### config.mk
export PLATFORM = sky130hd
export DESIGN_NAME = paddle_encoder_tx
export DESIGN_NICKNAME = d
export VERILOG_FILES = /design/src/rtl/paddle_encoder_tx_pkg.sv /design/src/rtl/paddle_encoder_tx_quad_decoder.sv /design/src/rtl/paddle_encoder_tx.sv
export SDC_FILE = /design/constraint.sdc
export NUM_CORES = 1
export LEC_CHECK = 0
export ABC_AREA = 1
export CAP_MARGIN = 20
export CORE_MARGIN = 10
export CORE_UTILIZATION = 56
export CTS_BUF_LIST = sky130_fd_sc_hd__clkbuf_8
export DETAILED_ROUTE_END_ITERATION = 16
export HOLD_SLACK_MARGIN = 0.1
export PLACE_DENSITY = 0.85
export SKIP_CTS_REPAIR_TIMING = 1
export SKIP_LAST_GASP = 1
export SLEW_MARGIN = 5
export SYNTH_ARGS = -nofsm -noshare
export SYNTH_HDL_FRONTEND = slang
export SYNTH_HIERARCHICAL = 1
export SYNTH_SLANG_ARGS = --single-unit
### constraint.sdc
create_clock -name clk -period 5.6 [get_ports clk]
set_clock_uncertainty 0.2 [all_clocks]
set_input_delay 1.12 -clock clk [delete_from_list [all_inputs] [get_ports clk]]
set_output_delay 1.12 -clock clk [all_outputs]
set_load 0.02 [all_outputs]
### src/rtl/paddle_encoder_tx_pkg.sv
// Shared constants and helpers for the paddle transmitter: frame timing that
// matches the game's vertical raster, paddle row limits and encoder filtering.
package paddle_encoder_tx_pkg;

    // Vertical raster of the game (lines)
    localparam logic [9:0] V_ACTIVE = 10'd480;
    localparam logic [9:0] V_FP     = 10'd9;
    localparam logic [9:0] V_PULSE  = 10'd2;
    localparam logic [9:0] V_BP     = 10'd29;
    localparam logic [9:0] V_TOTAL  = V_ACTIVE + V_FP + V_PULSE + V_BP;   // 520
    localparam logic [9:0] VSYNC_END_LINE = V_ACTIVE + V_FP + V_PULSE;    // 491

    // Lines without a VSYNC fall before frame timing is considered lost
    localparam logic [10:0] WDOG_LINES = {V_TOTAL, 1'b0};                  // 1040

    // Paddle row limits and encoder behaviour
    localparam logic [9:0] POS_MIN  = 10'd232;
    localparam logic [9:0] POS_MAX  = 10'd463;
    localparam logic [9:0] POS_INIT = 10'd348;
    localparam logic [3:0] STEP     = 4'd2;
    localparam logic [7:0] DEBOUNCE = 8'd48;

    // Frame tracker states
    typedef enum logic {
        TRK_SEARCH = 1'b0,
        TRK_TRACK  = 1'b1
    } trk_state_t;

    // Move the position one encoder step, clamped to the paddle row limits
    function automatic logic [9:0] pos_step(input logic [9:0] cur, input logic up);
        logic [10:0] sum;
        sum = {1'b0, cur} + {7'd0, STEP};
        if (up) begin
            return (sum > {1'b0, POS_MAX}) ? POS_MAX : sum[9:0];
        end
        return (cur < POS_MIN + {6'd0, STEP}) ? POS_MIN : cur - {6'd0, STEP};
    endfunction

    // True when {a,b} moves one place forward along 00 -> 01 -> 11 -> 10 -> 00
    function automatic logic gray_fwd(input logic [1:0] from, input logic [1:0] to);
        logic fwd;
        case (from)
            2'b00:   fwd = (to == 2'b01);
            2'b01:   fwd = (to == 2'b11);
            2'b11:   fwd = (to == 2'b10);
            default: fwd = (to == 2'b00);
        endcase
        return fwd;
    endfunction

endpackage

### src/rtl/paddle_encoder_tx_quad_decoder.sv
// Quadrature front end: 2-FF synchronizers, per-phase debounce and Gray-step
// decode. Emits one-cycle step_up / step_dn / err strobes.
module quad_decoder
    import paddle_encoder_tx_pkg::*;
(
    input  logic clk,
    input  logic rst,
    input  logic enc_a,
    input  logic enc_b,
    output logic step_up,
    output logic step_dn,
    output logic err
);

    // Bit 1 is phase A, bit 0 is phase B
    logic [1:0] sync1;
    logic [1:0] sync2;
    logic [1:0] raw_last;
    logic [1:0] acc;
    logic [1:0] acc_prev;
    logic [7:0] cnt [2];
    logic [1:0] changed;

    // Synchronize the phases, restart a phase's stability count on every raw
    // change and accept its value once it has been stable DEBOUNCE cycles
    always_ff @(posedge clk or posedge rst) begin
        if (rst) begin
            sync1    <= 2'b00;
            sync2    <= 2'b00;
            raw_last <= 2'b00;
            acc      <= 2'b00;
            acc_prev <= 2'b00;
            for (int i = 0; i < 2; i++) begin
                cnt[i] <= DEBOUNCE;
            end
        end else begin
            sync1    <= {enc_a, enc_b};
            sync2    <= sync1;
            acc_prev <= acc;
            for (int i = 0; i < 2; i++) begin
                if (sync2[i] != raw_last[i]) begin
                    raw_last[i] <= sync2[i];
                    cnt[i]      <= 8'd1;
                end else if (cnt[i] != DEBOUNCE) begin
                    cnt[i] <= cnt[i] + 8'd1;
                    if (cnt[i] == DEBOUNCE - 8'd1) begin
                        acc[i] <= raw_last[i];
                    end
                end
            end
        end
    end

    // A single-phase change is a step; both phases changing together is illegal
    assign changed = acc ^ acc_prev;
    assign err     = &changed;
    assign step_up = (changed != 2'b00) && !err &&  gray_fwd(acc_prev, acc);
    assign step_dn = (changed != 2'b00) && !err && !gray_fwd(acc_prev, acc);

endmodule

### src/rtl/paddle_encoder_tx.sv
// Paddle transmitter: turns encoder motion into a clamped position and drives
// PDL low from line 0 through the position captured at each VSYNC fall.
module paddle_encoder_tx
    import paddle_encoder_tx_pkg::*;
(
    input  logic       clk,
    input  logic       rst,
    input  logic       hsync,
    input  logic       vsync,
    input  logic       enc_a,
    input  logic       enc_b,
    output logic       pdl,
    output logic [9:0] pos,
    output logic       locked,
    output logic       frame,
    output logic [7:0] enc_err,
    output trk_state_t dbg_state
);

    logic        hs_s1, hs_s2, hs_d;
    logic        vs_s1, vs_s2, vs_d;
    logic        hs_rise, vs_fall;
    logic        step_up, step_dn, err;
    logic        wdog_expire;
    logic [9:0]  line_cnt;
    logic [9:0]  pos_frame;
    logic [10:0] wdog;
    trk_state_t  state, state_nxt;

    quad_decoder u_quad (
        .clk     (clk),
        .rst     (rst),
        .enc_a   (enc_a),
        .enc_b   (enc_b),
        .step_up (step_up),
        .step_dn (step_dn),
        .err     (err)
    );

    // Two-stage synchronizers plus one delay stage for edge detection
    always_ff @(posedge clk or posedge rst) begin
        if (rst) begin
            hs_s1 <= 1'b0;
            hs_s2 <= 1'b0;
            hs_d  <= 1'b0;
            vs_s1 <= 1'b0;
            vs_s2 <= 1'b0;
            vs_d  <= 1'b0;
        end else begin
            hs_s1 <= hsync;
            hs_s2 <= hs_s1;
            hs_d  <= hs_s2;
            vs_s1 <= vsync;
            vs_s2 <= vs_s1;
            vs_d  <= vs_s2;
        end
    end

    assign hs_rise     = hs_s2 & ~hs_d;
    assign vs_fall     = ~vs_s2 & vs_d;
    // A VSYNC fall in the same cycle swallows the HSYNC edge
    assign wdog_expire = hs_rise && !vs_fall && (wdog == WDOG_LINES - 11'd1);

    // Frame tracker state register
    always_ff @(posedge clk or posedge rst) begin
        if (rst) state <= TRK_SEARCH;
        else     state <= state_nxt;
    end

    // Frame tracker next state: lock on VSYNC fall, drop on watchdog expiry
    always_comb begin
        state_nxt = state;
        case (state)
            TRK_SEARCH: if (vs_fall) state_nxt = TRK_TRACK;
            TRK_TRACK:  if (!vs_fall && wdog_expire) state_nxt = TRK_SEARCH;
            default:    state_nxt = TRK_SEARCH;
        endcase
    end

    assign locked    = (state == TRK_TRACK);
    assign dbg_state = state;

    // Line counter, watchdog, frame capture and strobe
    always_ff @(posedge clk or posedge rst) begin
        if (rst) begin
            line_cnt  <= 10'd0;
            wdog      <= 11'd0;
            pos_frame <= POS_INIT;
            frame     <= 1'b0;
        end else begin
            frame <= vs_fall;
            if (vs_fall) begin
                line_cnt  <= VSYNC_END_LINE;
                wdog      <= 11'd0;
                pos_frame <= pos;
            end else if (hs_rise) begin
                line_cnt <= (line_cnt == V_TOTAL - 10'd1) ? 10'd0 : line_cnt + 10'd1;
                if (state == TRK_TRACK && wdog != WDOG_LINES) begin
                    wdog <= wdog + 11'd1;
                end
            end
        end
    end

    // Clamped position and saturating illegal-transition counter
    always_ff @(posedge clk or posedge rst) begin
        if (rst) begin
            pos     <= POS_INIT;
            enc_err <= 8'd0;
        end else begin
            if (step_up)      pos <= pos_step(pos, 1'b1);
            else if (step_dn) pos <= pos_step(pos, 1'b0);
            if (err && enc_err != 8'hFF) enc_err <= enc_err + 8'd1;
        end
    end

    // Registered paddle line: low only while locked and at/before the position
    always_ff @(posedge clk or posedge rst) begin
        if (rst) pdl <= 1'b1;
        else     pdl <= !(locked && (line_cnt <= pos_frame));
    end

endmodule
== Word-level counts from Yosys, hierarchy flattened ==
Cells that the tools add are included.

* Flip-flop bits (word level): 84
* Input bits: 6
* Word-level logic and storage cells: 101
* Output and inout port bits: 22

* Order comparisons: 3
* Muxes and demuxes: 20
* Add/sub/neg operators: 7
* Reduce and logical (&&, ||, !) cells: 25
* Eq/ne operators: 15
* Bitwise logic cells: 8

{| class="wikitable"
|+ Operators by type and width
! kind !! number
|-
| 10-bit 2-to-1 mux || 8
|-
| 11-bit 2-to-1 mux || 3
|-
| 8-bit 2-to-1 mux || 4
|-
| 8-bit by 1-bit adder with 8-bit output, second input constant || 3
|-
| 8-bit by 6-bit == test with 1-bit output, second input constant || 2
|-
| 8-bit by 6-bit != test with 1-bit output, second input constant || 2
|-
| 2-bit nonzero test || 6
|-
| 10-bit by 2-bit adder with 11-bit output, second input constant || 1
|-
| 11-bit by 1-bit adder with 11-bit output, second input constant || 1
|-
| 11-bit == test, second input constant || 1
|-
| 11-bit by 9-bit greater-than comparator with 1-bit output, second input constant || 1
|-
| 11-bit != test, second input constant || 1
|-
| 10-bit by 1-bit adder with 10-bit output, second input constant || 1
|-
| 10-bit == test, second input constant || 1
|-
| 10-bit less-or-equal comparator || 1
|-
| 10-bit by 8-bit < comparator with 1-bit output, second input constant || 1
|-
| 10-bit by 2-bit subtractor with 10-bit output, second input constant || 1
|-
| 1-bit logical AND || 9
|-
| 8-bit != test, second input constant || 1
|-
| 2-bit == test, second input constant || 3
|-
| 3-bit AND reduction || 2
|-
| 1-bit inverter || 5
|-
| 2-bit by 1-bit == test with 1-bit output, second input constant || 2
|-
| 1-bit zero test || 4
|-
| 8 further kinds || 14
|}

== Depth between registers and ports, before layout ==
Gate-level depths: netlist (run 1).

* Depth after elaboration: 8
* Gate-level depth with buffers: 12

== Modules after synthesis ==
Netlist (run 1), hierarchy kept.

{| class="wikitable"
|+ By module, submodules not included
! module !! instances !! area each (um^2) !! cells an instance !! seq. area each (um^2)
|-
| paddle_encoder_tx || 1 || 3385.7 || 425 || 1465.2
|-
| quad_decoder || 1 || 1341.3 || 157 || 655.6
|}

== Least setup slack after synthesis (run 1) ==
Ideal clock, no wire load.

* Kind: register to register
* Start: register u_quad.acc[1]
* End: register pos[1]
* Stages on the path, launching flop included: 10
* Period minus slack after synthesis: 2.048 ns
* Arrival: 1.731 ns
* Setup time: 0.117 ns
* Setup slack: 3.552 ns
* Required time: 5.283 ns
* Cell sequence: dfrtp_1 > xor2_1 > ha_1 > and2_1 > nor2_2 > inv_2 > o21ai_0 > inv_1 > nand2_1 > nand2_1

* Word-level cells in the longest chain between the ends: 6
* Elaborated cells on any way between the ends: 15
* Those cells by class: eq/ne (3); mux (2); bitwise (1); reduce/logical (9)

{| class="wikitable"
|+ Ends and longest elaborated chain
! what !! RTL line !! RTL
|-
| start: declaration || paddle_encoder_tx_quad_decoder.sv:19 || <nowiki>logic [1:0] acc;</nowiki>
|-
| start signal: indexed assignment || paddle_encoder_tx_quad_decoder.sv:47 || <nowiki>acc[i] <= raw_last[i];</nowiki>
|-
| 2-bit XOR || paddle_encoder_tx_quad_decoder.sv:55 || <nowiki>assign changed = acc ^ acc_prev;</nowiki>
|-
| 2-bit AND reduction || paddle_encoder_tx_quad_decoder.sv:56 || <nowiki>assign err = &changed;</nowiki>
|-
| 1-bit zero test || paddle_encoder_tx_quad_decoder.sv:57 || <nowiki>assign step_up = (changed != 2'b00) && !err && gray_fwd(acc_prev, acc);</nowiki>
|-
| 1-bit logical AND || paddle_encoder_tx_quad_decoder.sv:57 ||
|-
| 1-bit logical AND * || paddle_encoder_tx_quad_decoder.sv:57 ||
|-
| via step_up || paddle_encoder_tx.sv:23 || <nowiki>logic step_up, step_dn, err;</nowiki>
|-
| 10-bit 2-to-1 mux or 2-bit nonzero test (tied branches) || - ||
|-
| end signal: assignment || paddle_encoder_tx.sv:111 || <nowiki>if (step_up) pos <= pos_step(pos, 1'b1);</nowiki>
|-
| end signal: assignment || paddle_encoder_tx.sv:112 || <nowiki>else if (step_dn) pos <= pos_step(pos, 1'b0);</nowiki>
|-
| end: declaration || paddle_encoder_tx.sv:13 || <nowiki>output logic [9:0] pos,</nowiki>
|}

The timed path passes the listed nets; every way through them passes the cells marked *.
A chain may end at the register's enable or synchronous reset.

== Worst setup path after layout (run 1) ==
* Start: register pos[3]
* End: output port pos[3]

No word-level cell between the ends.

==> reports/summary.md, run 1 <==
After synthesis the netlist holds a flip-flop and latch count of 84. Subtracting the final worst setup slack from the clock period gives 2.99 ns. The path depth of the worst reg2reg path is 5. The logs give 2.42 nW for the standby leakage power and 6 for the number of warnings issued by yosys.

The run gives 2 as the maximum buffer depth of the clock tree. The worst hold path belongs to the class reg -> reg. The share of synthesized registers carrying an async set or reset is 1.00, and the worst relative slew slack is 0.356. The routed wirelength normalized by instance count was 13.8 um. For the number of design-rule violations left by the first detailed-router iteration, the log shows 226. The final number of hold-violating endpoints was 0. In this run the most critical hold path is launched from u_quad/sync1[1]. Among all stages on the critical path, the largest delay is contributed by clkdlybuf4s50_1. The row count was 33; the final global-route overflow total was 0.

28 I/O pins were placed. TritonCTS built the clock tree. The repair_antennas step left the layout with diodes totalling 0. The total of max-cap violations was 0; the power per cell area was 236 nW/um^2. The portion of the clock cycle consumed by the worst path in the final layout came out at 0.535.

Master cell of the clock root buffer: clkbuf_8. The worst register-to-register path has a setup slack of 3.17 ns. The tools report the total wire length as 9.93 mm.

After technology mapping, the gate count stands at 582. The tools report the critical register-to-register path endpoint as line_cnt[5]. For the upper clock frequency limit, the log shows 0.334 GHz. Floorplan core area: 8220 sq um. The category of the worst setup path launch point is a register.

The synthesized area per cell works out to 8.12 sq um. The logs give 663 for the number of filler cells placed in the layout and 0.900 for the routability-driven placement congestion ratio. The worst-case vdd ir drop came out at 0.158 mV. The run finished with clean final reports. The floorplan step set the die width to 112 um. The initial antenna violation count was 0.

Setup violations remaining at the end of the flow were counted as 0. Detailed placement ended at an HPWL of 7.35 mm. Setup repair after global routing left no endpoint under its margin. The first global-routing pass estimated 17.4 mm of wire. By startpoint and endpoint, the worst setup path is classified as reg -> out. Kind of cell adding the most delay to the critical path: buffers and inverters. The number of H-tree levels was 3; the aggregate global-route resource usage was 0.162. The cell area after synthesis was 4730 sq um; the longest individual stage delay on the worst path was 0.67 ns. The logs give 59 for the maximum number of pins on one net before global-route repair and 0.154 ns for the hold slack. The fraction of the yosys area taken by sequential cells is 0.449, and the via count normalized by instance count is 5.51. The utilization after layout was 0.642. The die area is 12,500 sq um.

In this run, CTS created clock tree buffers numbering 9. The tools report the number of global-route vias before repair as 3,977. Walking the worst path, the cells encountered are clkdlybuf4s50_1. For this design, the sink count on the clock tree is 84.

For the insertion delay of the later-clocked pin in the worst-skew pair, the log shows 0.36 ns. The hold path endpoint is u_quad/sync2[1]. The worst hold path passes through 0 cells.

Beginning of the critical path: pos[3]. In this run the worst path has a maximum fanout of 11. The area growth from synthesis to layout is 11.5%. Yosys mapped the design onto 43 distinct sky130hd cell types. The fraction of final layout cells sized beyond drive strength 1 works out to 0.107. The pin slew with the least headroom to its limit is 0.965 ns.

Measured along the y axis, the die boundary spans 112 um. The buffering stage count on the worst path with inverters included was 1. The initial core utilization was 0.575. Capturing element type of the critical path: an output port.

Total via count after detailed routing: 3,970. Overall power consumption after layout is estimated at 1.24 mW. Yosys mapped a number of flops with a built-in enable equal to 0. The number of optimization iterations in the first detailed-route pass is 5, and the total nets after synthesis is 610. The critical path required time came out at 4.28 ns. The tools report the net count reported at finish as 638. Clock-pin slew was measured on the worst setup and hold paths at 0.09 ns. Once detail routing completed, the nets flagged for antenna violations numbered 0. The number of buffers inserted by port buffering was 27; the residual DRC count was 0.

The run gives 0 ns as the final total negative setup slack. The startpoint identified for the worst register-to-register timing path is vs_s2. The number of max-slew violations in the final report came out at 0. Primary flip-flop cell chosen by synthesis mapping: dfrtp_1. At the worst endpoint, the arrival time is 1.67 ns.
-- where the power goes --
part,switching [mW],internal (mW)
registers,0.0322,0.635
clock network,0.233,0.210
logic,0.0832,0.0503
-- cells by family after synthesis --
logic type,after synthesis,share of synthesized area
compound gates,80,0.0966
fa+ha+maj,22,0.0582
simple gates,278,0.270
flops,84,0.449
xor+xnor,21,0.0445
buf+inv,97,0.0821
-- final cells by class --
| type | count | area (sq um) | area share |
|---|---|---|---|
| Inverter | 86 | 323 | 0.0612 |
| Multi-Input combinational cell | 401 | 2220 | 0.421 |
| Timing Repair Buffer | 28 | 278 | 0.0527 |
| Sequential cell | 84 | 2120 | 0.402 |
| Clock buffer | 9 | 124 | 0.0235 |
| Clock inverter | 7 | 76.3 | 0.0145 |
| Tap cell | 105 | 131 | 0.0249 |
-- cells in the final DEF (no fill, tap or decap), types with 6 or more instances in the layout --
cell type	count
nor3_1	11
dfstp_2	15
o21ai_1	7
ha_1	22
inv_1	83
dfrtp_1	69
nand2_2	6
clkdlybuf4s50_1	27
xor2_1	12
nand2_1	124
nand4_1	17
a21oi_1	23
o21ai_0	29
nand3_1	39
clkbuf_8	9
xnor2_1	7
nor2_1	54
nand3_2	6
-- synth_stat cells (2+ instances only) --
cell type  number  area [sq um]
a22oi_1         2          15.0
nor2_1         54           203
nor3_1         11          55.1
inv_1          83           312
ha_1           22           275
dfrtp_1        69          1730
o21ai_0        29           145
and2_1          2          12.5
or2_2           2          12.5
xnor2_1         7          61.3
nor3_2          3          30.0
nand4_1        17           106
clkbuf_1        5          18.8
inv_2           2          7.51
nand3_2         6          60.1
o22ai_1         5          31.3
xor2_1         12           105
a21oi_1        23           115
nand2_2         6          37.5
o21ai_2         2          17.5
nand3_1        39           195
dfstp_2        15           394
nor2_2          5          31.3
o211ai_1        3          22.5
a21oi_2         4          35.0
nor4_1          5          31.3
buf_4           4          30.0
nand2_1       124           465
o21ai_1         7          35.0
-- how the worst max path moves through the flow --
stage	slack, ns	cells past startpoint	end
final	2.61	1	pos[3]
after global routing	2.55	1	pos[3]
after CTS	2.58	1	pos[3]
after detailed placement	2.98	1	pos[3]
after global placement	2.99	1	pos[3]
after floorplan	2.87	1	dbg_state
-- through the flow --
step           setup slack, ns  cells  area, sq um
2_1_floorplan             2.87    582         4730
3_3_place_gp              2.99    704         5070
3_5_place_dp              2.98    704         5070
4_1_cts                   2.58    720         5270
5_1_grt                   2.55    720         5270
6_report                  2.61    720         5270
-- flip-flops by register name, summed over array words and instances (netlist names), 8 cells and up --
| name | cells |
|---|---|
| enc_err | 8 |
| line_cnt | 10 |
| pos | 10 |
| pos_frame | 10 |
| u_quad/cnt | 16 |
| wdog | 11 |
-- layer usage --
layer	track usage	vias to the layer above	share of wire
met5	0	-	0
met4	0.0617	0	0.020
met3	0.0429	27	0.046
met2	0.286	95	0.51
met1	0.181	1904	0.43
li1	-	1944	-
(Power assumes the default switching activity.)
==> run 2, diff against run 1 <==
==> constraint.sdc (replaced) <==
create_clock -name clk -period 3.1 [get_ports clk]
set_clock_uncertainty 0.2 [all_clocks]
set_input_delay 0.62 -clock clk [delete_from_list [all_inputs] [get_ports clk]]
set_output_delay 0.62 -clock clk [all_outputs]
set_load 0.02 [all_outputs]
==> run 2 against run 1 <==
Compared with the run above:
- register-to-register slack got worse by 2.5 ns
- combinational power rose by 81%
- routed wire length rose by 1.1%
- die area did not move
- critical path type unchanged
- largest power group unchanged
- count of clock-buffer cells in the layout did not move
==> reports/summary.md, run 2 (synthesis gave the netlist of run 1 again) <==
In this run the power density over the cells is 432 nW/um^2. The number of filler cells placed in the layout came out at 676. Buffering stage count on the worst path with inverters included: 1. Derived from the worst setup path, the maximum achievable clock frequency is 0.400 GHz. The beginning of the critical path was pos[3]. For the aggregate global-route resource usage, the log shows 0.158. For this design the static power due to leakage is 2.44 nW.

The worst setup path is launched from a register. The longest clock path from root to sink contains 2 buffers. For this block, the initial DRC count from the detailed router was 241. The number of global-route vias before repair was 3,873.

The run gives 0.600 ns as the worst-case setup margin in the final layout. The net count of the finished layout is 640. The master cell of the clock root buffer is clkbuf_8.

For the total of max-cap violations, the log shows 0. Registers take 2120 sq um. The critical path goes through clkdlybuf4s50_1. Leaving out fill and tap cells, the most frequent cells in the layout are nand2_1, inv_1, dfrtp_1. After routing, the total negative slack on setup checks comes to 0 ns. The total wire length was 10.0 mm; the fraction of final layout cells sized beyond drive strength 1 was 0.109. The final count of negative-setup-slack endpoints came out at 0.

The clock tree synthesis step divided the H-tree into 3 levels. Data on the critical path arrives at its endpoint at 1.68 ns. The pin slew with the least headroom to its limit was 0.527 ns; the number of buffers added by the clock tree synthesis step was 9. The floorplan step set the die width to 112 um. The logs give 0.575 for the initial core utilization and 0.397 mV for the worst-case vdd ir drop. The number of max-slew violations in the final report is 0, and the residual antenna-violating net count after detailed routing is 0. The final number of hold-violating endpoints was 0; the total via count after detailed routing was 3,960.

After clock tree synthesis, the clock-pin slew on the worst setup and hold paths is 0.08 ns. The tools report the multi-input logic area as 2220 sq um. From synthesis to final layout, the design area changed by 12.4%. The run gives 0 as the residual DRC count.

Most frequent standard cell in the layout excluding fill and tap cells: nand2_1. The tools report the worst relative slew slack as 0.648. The first global-routing pass estimated 17.0 mm of wire. The clock reaches the later pin of the worst-skew pair after 0.36 ns. Pin placement for this block handled 28 I/O pins. The path length in cells of the critical path was 1; the height of the die was 112 um. In the final routed layout, each cell accounts on average for 13.9 um. The capturing element type of the critical path is an output port. The final non-filler cell area is 5320 sq um, and the number of flip-flops under the largest register name is 16. For the initial antenna violation count, the log shows 0.

TritonCTS built the clock tree. For the die area, the log shows 12,500 sq um. Post-layout minimum cycle time: 2.50 ns. At the end of routability-driven placement, the weighted congestion stood at 0.949. The endpoint identified for the worst register-to-register timing path is pos[1].

The wire-length estimate of the detail-placed layout is 7.38 mm. Prior to clock tree synthesis, the placed netlist has a worst setup slack of 0.781 ns. The origin of the critical flop-to-flop path is u_quad/acc[1]. Setup repair after global routing left no endpoint under its margin. At the worst endpoint, the required time is 2.28 ns. The setup path with the least slack is of type reg -> out. The number of buffers inserted by port buffering works out to 27.

In this design, the stage delay of the slowest critical-path cell is 0.68 ns. The floorplan core area was 8220 sq um. The flow ran to the end, and the final reports show no timing, DRC or antenna violations. The final global-route overflow total came out at 0. The worst hold path begins at u_quad/sync1[0]. The largest registers in the layout are u_quad/cnt x16, wdog x11. In this run the cell area measured after placement is 5100 sq um. The master of the slowest instance on the critical path is clkdlybuf4s50_1. Counting cells, the worst reg-to-reg path comes to 9. The kind of path behind the tightest hold check is reg -> reg.

The clock drives 84 sinks. Register with the most flip-flops: u_quad/cnt. The run gives 0 as the antenna diode count.

For the row count, the log shows 33. The logs give 36 for the maximum number of pins on one net before global-route repair and 5 for the number of optimization iterations in the first detailed-route pass. End of the critical path: pos[3]. The maximum net fanout on the critical path came out at 11.

After detailed routing, the number of vias per cell comes to 5.48. The kind of cell adding the most delay to the critical path was buffers and inverters. For flop-to-flop paths, the worst setup slack is 0.63 ns. The portion of the clock cycle consumed by the worst path in the final layout came out at 0.807.
run 2: cell types whose count changed in the layout (fill, tap and decap cells not counted):
cell,delta
buf_12,+1
buf_4,+1
bufinv_16,+1
clkinv_2,-1
clkinv_4,-1
clkinvlp_4,+1
inv_1,+1
inv_8,-1
run 2: final cells by class:
class / instances / area share
flip-flops and latches: 84 / 0.399
multi-input cells: 401 / 0.417
inverters: 86 / 0.0607
clock buffers: 9 / 0.0233
well taps: 105 / 0.0247
repair buffers: 30 / 0.0574
clock inverters: 7 / 0.0174
run 2: report_power, final:
group          total (mW)  internal (mW)  switching (mW)
registers            1.20           1.15          0.0577
clock network       0.851          0.452           0.399
logic               0.243         0.0937           0.149
run 2: metrics by stage:
| step | instances | hold slack [ns] | power, mW | utilization |
|---|---|---|---|---|
| finish | 722 | 0.154 | 2.30 | 0.647 |
| global route | 722 | 0.167 | 2.40 | 0.647 |
| CTS | 722 | 0.157 | 2.32 | 0.647 |
| detailed placement | 706 | 0.138 | 1.47 | 0.621 |
| global placement | 706 | 0.134 | 1.45 | 0.621 |
| floorplan | 582 | 0.131 | 1.40 | - |
run 2: how the worst min path moves through the flow:
stage | end | slack, ns | cells past startpoint
3_3_place_gp | u_quad/sync2[1] | 0.13 | 0
4_1_cts | u_quad/sync2[0] | 0.16 | 0
2_1_floorplan | hs_s2 | 0.13 | 0
5_1_grt | u_quad/sync2[0] | 0.17 | 0
3_5_place_dp | u_quad/sync2[0] | 0.14 | 0
6_report | u_quad/sync2[0] | 0.15 | 0
run 2: layer usage:
layer | vias to the layer above | share of wire | global-route usage
li1 | 1946 | - | -
met1 | 1871 | 0.42 | 0.179
met2 | 112 | 0.50 | 0.268
met3 | 31 | 0.058 | 0.0472
met4 | 0 | 0.026 | 0.0711
met5 | - | 0 | 0
